**src/rtl/tcam_entry_writer.sv**
```systemverilog
// rtl/tcam_entry_writer.sv - FracTCAM entry programming engine driving per-column LUTRAM match tables
module tcam_entry_writer #(
    parameter int KEY_WIDTH = 30,
    parameter int CHUNK     = 5,
    parameter int DEPTH     = 64,
    localparam int COLS     = (KEY_WIDTH + CHUNK - 1) / CHUNK,
    localparam int ENTRY_W  = (DEPTH > 1) ? $clog2(DEPTH) : 1
) (
    input  logic                 clk,
    input  logic                 rst_n,
    input  logic                 s_valid,
    output logic                 s_ready,
    input  logic                 s_del,
    input  logic [KEY_WIDTH-1:0] s_key,
    input  logic [KEY_WIDTH-1:0] s_mask,
    input  logic [ENTRY_W-1:0]   s_entry,
    output logic [DEPTH-1:0]     wr_en,
    output logic [CHUNK-1:0]     wr_addr,
    output logic [COLS-1:0]      wr_data,
    output logic                 busy,
    output logic                 done,
    output logic                 err
);
    localparam int PAD_W = COLS * CHUNK;
    localparam logic [ENTRY_W:0] DEPTH_V = (ENTRY_W + 1)'(DEPTH);

    typedef enum logic [1:0] {IDLE, WRITE, FIN} state_t;

    state_t               state, state_d;
    logic [CHUNK-1:0]     cnt, cnt_d;
    logic                 del_q, del_d;
    logic                 err_q, err_flag_d;
    logic [PAD_W-1:0]     key_q, key_d, mask_q, mask_d;
    logic [ENTRY_W-1:0]   entry_q, entry_d;

    logic                 s_ready_d, busy_d, done_d, err_d;
    logic [DEPTH-1:0]     wr_en_d;
    logic [CHUNK-1:0]     wr_addr_d;
    logic [COLS-1:0]      wr_data_d;

    always_comb begin
        state_d    = state;
        cnt_d      = cnt;
        del_d      = del_q;
        key_d      = key_q;
        mask_d     = mask_q;
        entry_d    = entry_q;
        err_flag_d = err_q;
        case (state)
            WRITE: begin
                if (cnt == {CHUNK{1'b1}}) state_d = FIN;
                else                      cnt_d   = cnt + 1'b1;
            end
            default: begin
                state_d = IDLE;
                if (s_valid && s_ready) begin
                    del_d   = s_del;
                    // zero-extended pad bits are key 0 / don't care, so they always match
                    key_d   = PAD_W'(s_key);
                    mask_d  = PAD_W'(s_mask);
                    entry_d = s_entry;
                    cnt_d   = '0;
                    if ({1'b0, s_entry} >= DEPTH_V) begin
                        state_d    = FIN;
                        err_flag_d = 1'b1;
                    end else begin
                        state_d    = WRITE;
                        err_flag_d = 1'b0;
                    end
                end
            end
        endcase

        // Outputs are registered from the next-state view so writes start the cycle after accept.
        s_ready_d = (state_d != WRITE);
        busy_d    = (state_d == WRITE);
        done_d    = (state_d == FIN);
        err_d     = done_d && err_flag_d;
        wr_en_d   = busy_d ? (DEPTH'(1) << entry_d) : '0;
        wr_addr_d = busy_d ? cnt_d : '0;
        for (int c = 0; c < COLS; c++) begin
            wr_data_d[c] = busy_d && !del_d &&
                (((cnt_d ^ key_d[c*CHUNK +: CHUNK]) & mask_d[c*CHUNK +: CHUNK]) == '0);
        end
    end

    always_ff @(posedge clk or negedge rst_n) begin
        if (!rst_n) begin
            state   <= IDLE;
            cnt     <= '0;
            del_q   <= 1'b0;
            err_q   <= 1'b0;
            key_q   <= '0;
            mask_q  <= '0;
            entry_q <= '0;
            s_ready <= 1'b1;
            busy    <= 1'b0;
            done    <= 1'b0;
            err     <= 1'b0;
            wr_en   <= '0;
            wr_addr <= '0;
            wr_data <= '0;
        end else begin
            state   <= state_d;
            cnt     <= cnt_d;
            del_q   <= del_d;
            err_q   <= err_flag_d;
            key_q   <= key_d;
            mask_q  <= mask_d;
            entry_q <= entry_d;
            s_ready <= s_ready_d;
            busy    <= busy_d;
            done    <= done_d;
            err     <= err_d;
            wr_en   <= wr_en_d;
            wr_addr <= wr_addr_d;
            wr_data <= wr_data_d;
        end
    end
endmodule

```
**config.mk**
```make
export PLATFORM = sky130hd
export DESIGN_NAME = tcam_entry_writer
export DESIGN_NICKNAME = d
export VERILOG_FILES = /design/src/rtl/tcam_entry_writer.sv
export SDC_FILE = /design/constraint.sdc
export NUM_CORES = 1
export LEC_CHECK = 0
export ABC_CLOCK_PERIOD_IN_PS = 2500
export BUFFER_PORTS_ARGS = -buffer_cell sky130_fd_sc_hd__clkbuf_2
export CORE_UTILIZATION = 54
export DETAILED_ROUTE_END_ITERATION = 8
export PLACE_DENSITY = 0.88
export SETUP_SLACK_MARGIN = 0.5
export SYNTH_ARGS = -nofsm -noshare
export SYNTH_HDL_FRONTEND = slang
export SYNTH_SLANG_ARGS = --single-unit
```
**constraint.sdc**
```tcl
create_clock -name clk -period 2.5 [get_ports clk]
set_clock_uncertainty 0.05 [all_clocks]
set_input_delay 0 -clock clk [delete_from_list [all_inputs] [get_ports clk]]
set_output_delay 0 -clock clk [all_outputs]
set_load 0.02 [all_outputs]
```
==> impl_metrics.ini <==
[place]
dp_hpwl_um = 11600
placed_area_um2 = 7810
port_buffers = 148
gp_congestion = 0.858

[sta]
fin_crit_sh_pct = 83.6
max_freq_mhz = 478
rsz0062_at_grt = true
fin_setup_tns_ns = 0
slew_viol_final = 0
maxSlewHeadroom_pct = 50.8
setup_viol = 0
hold_viol_final = 0
worst_pin_slew_ns = 0.737
period_minus_slack_ns = 2.09

[finish]
nNetsFinal = 983
final_area_um2 = 9710
seq_area_um2 = 3860
antennaDiodeCount = 0
multiInputGateArea_um2 = 2990
syn_to_final_growth_pct = 41.2
filler_cell_count = 716
drive_gt1_share_pct = 32.1

[setup_path]
endpoint_kind = flip-flop
ff2ff_path_depth = 7
cp_max_fo = 24
worstPathArrival_ns = 2.36
crit_path_cell_trace = nor2b_4, buf_4, buf_8, o21ai_0, a22oi_1, mux2i_2, o211a_1
cp_slowest_stage_delay_ns = 0.45
worstSetupStartpointType = flip-flop
required_ns = 2.77
critical_path_class = reg -> reg
worst_path_max_delay_cell = dfrtp_1

[clocking]
clk_pin_slew_ns = 0.07
cts_root_buf = clkbuf_16
cts_tree = yes
cts_made_buffers = 17
clock_path_buffers = 2
cts_htree_levels = 4
clock_sinks = 154
clk_latency_ns = 0.42

[worst_hold_path]
whs_path_depth = 4
hp-class = in -> reg

[flow_run]
maxCapViolations = 0

[logic_synthesis]
synth-async-reset-ratio_pct = 100
yosysWarnings = 0
syn-cell-area_um2 = 6880
yosys.area.top_type = dfrtp_1
syn_nets = 743
synth_cells = 672
post_synth.cell_area_avg_um2 = 10.2
synth.ff_latch_count = 154
ys_seq_area_share_pct = 56.0
synth_cell_types = 63
synth_commonest_cells = dfrtp_1, nand2_1, nor2_1
synth-edff-count = 0
synth_ff_type = dfrtp_1
netlist.area_leader.share_pct = 55.7
synth.area.top_cells = dfrtp_1, nand2_1, mux2i_1, nor2_1, o211ai_1
synth_most_common_cell = dfrtp_1

[grt]
grt_max_degree = 82
grt_overflow = 0
grt_pass1_vias = 6299
antenna_found_initial = 0
grt_pass1_wl_um = 32100
globalRouteTotalUtil_pct = 32.2

[detailed_routing]
drc = 0
drt-pass1-iter-count = 5
wl_per_cell_um = 19.9
num_vias = 6596
wl_um = 21700
viasPerCell = 6.03
drt_iter0_drc = 718
ant_nets = 0

[floorplanning]
die_w_um = 115
die-area_um2 = 13200
die_y_um = 115
coreArea_um2 = 12200
core.rowCount = 40
initial_utilization_pct = 56.3
io_pins = 149

[power]
ir_drop_v = 0.000693
leakagePower_nw = 4.74
p_per_area_nw_per_um2 = 1190

[outcome]
status = finished, final reports clean
sequential cells by signal, summed over array words and instances, names as in the netlist:
register,cells
mask_q,30
err,1
err_q,1
del_q,1
state,2
done,1
entry_q,6
busy,1
wr_data,6
wr_en,64
wr_addr,5
cnt,5
key_q,30
s_ready,1
layout make-up:
type	instances	area share, %
Multi-Input combinational cell	450	30.8
Sequential cell	154	39.7
Inverter	25	0.966
Clock buffer	18	4.52
Timing Repair Buffer	264	20.2
Clock inverter	14	1.65
Tap cell	168	2.16
stage by stage:
stage               util (%)  std cells  worst slack (ns)  power [mW]  hold WS, ns
floorplan                  -        672             0.569        6.61       -0.346
global placement        64.0        969             0.301        7.57       0.0334
detailed placement      64.0        969             0.177        7.73       0.0357
CTS                     77.3       1085             0.441        10.9       0.0528
global route            79.5       1093             0.288        12.1       0.0854
finish                  79.5       1093             0.409        11.6       0.0705
layout by cell type (no fill, tap or decap), types with 6 or more instances in the layout:
| cell | count |
|---|---|
| buf_6 | 9 |
| dfrtp_1 | 151 |
| clkbuf_16 | 18 |
| nor2b_1 | 9 |
| dlygate4sd3_1 | 67 |
| buf_4 | 30 |
| o21ai_1 | 7 |
| clkbuf_2 | 147 |
| o21ai_0 | 22 |
| nor3_1 | 16 |
| inv_1 | 22 |
| xnor2_1 | 6 |
| nand3_1 | 18 |
| mux2i_1 | 19 |
| nor4_1 | 16 |
| nor2_1 | 57 |
| nand2_1 | 122 |
| and3_1 | 13 |
| a22oi_1 | 10 |
| o211ai_1 | 22 |
| buf_12 | 7 |
| nand4_1 | 6 |
worst max-delay path, delay by kind of cell (launching register included):
| kind | cells | cell delay (ns) |
|---|---|---|
| and+or+nand+nor | 1 | 0.21 |
| DFF | 1 | 0.45 |
| AOI/OAI and AO/OA | 3 | 0.69 |
| buffers and inverters | 2 | 0.44 |
| muxes | 1 | 0.15 |
power by group:
part	switching [mW]	total [mW]	leakage, nW	internal (mW)
clock	1.10	2.62	0.292	1.52
combinational	2.96	5.07	2.44	2.11
sequential	0.594	3.87	2.00	3.27
routing by layer:
metal | track usage, % | part of all wire (%) | vias to the layer above
met1 | 37.3 | 36 | 3200
met5 | 0 | 0 | -
met3 | 7.91 | 8.6 | 104
li1 | - | - | 2842
met2 | 57.0 | 52 | 450
met4 | 13.1 | 4.1 | 0
worst paths after layout:
check | startpoint | endpoint | slack (ns)
worst max-delay path | state[1] | wr_data[4] | 0.41
worst min-delay path | s_entry[5] | wr_en[30] | 0.07
worst max register to register | state[1] | wr_data[4] | 0.41
worst min register to register | err_q | err_q | 0.44
max in group asynchronous | rst_n | wr_en[35] | 1.39
min in group asynchronous | rst_n | wr_en[20] | 0.15
cell families (layout without fill, tap and decap cells):
| family | after synthesis | in the layout | share of synthesized area, % |
|---|---|---|---|
| AND/OR/NAND/NOR | 296 | 296 | 20.8 |
| flip-flops | 154 | 154 | 56.0 |
| AO/OA/AOI/OAI | 118 | 118 | 13.1 |
| buffers and inverters | 68 | 321 | 4.77 |
| multiplexers | 28 | 28 | 4.22 |
| XOR/XNOR | 7 | 7 | 0.891 |
| adder cells (fa/ha/maj) | 1 | 1 | 0.182 |
timing repair:
action | CTS | global route
setup buffers | 16 | 7
endpoints found under the setup margin | 67 | 62
gates resized for setup | 38 | 46
cloned | 1 | 1
hold buffers | 67 | 0
hold endpoints to repair | 155 | 0
pin swaps | 14 | 17
No activity file was read; power rests on OpenSTA's default activity.
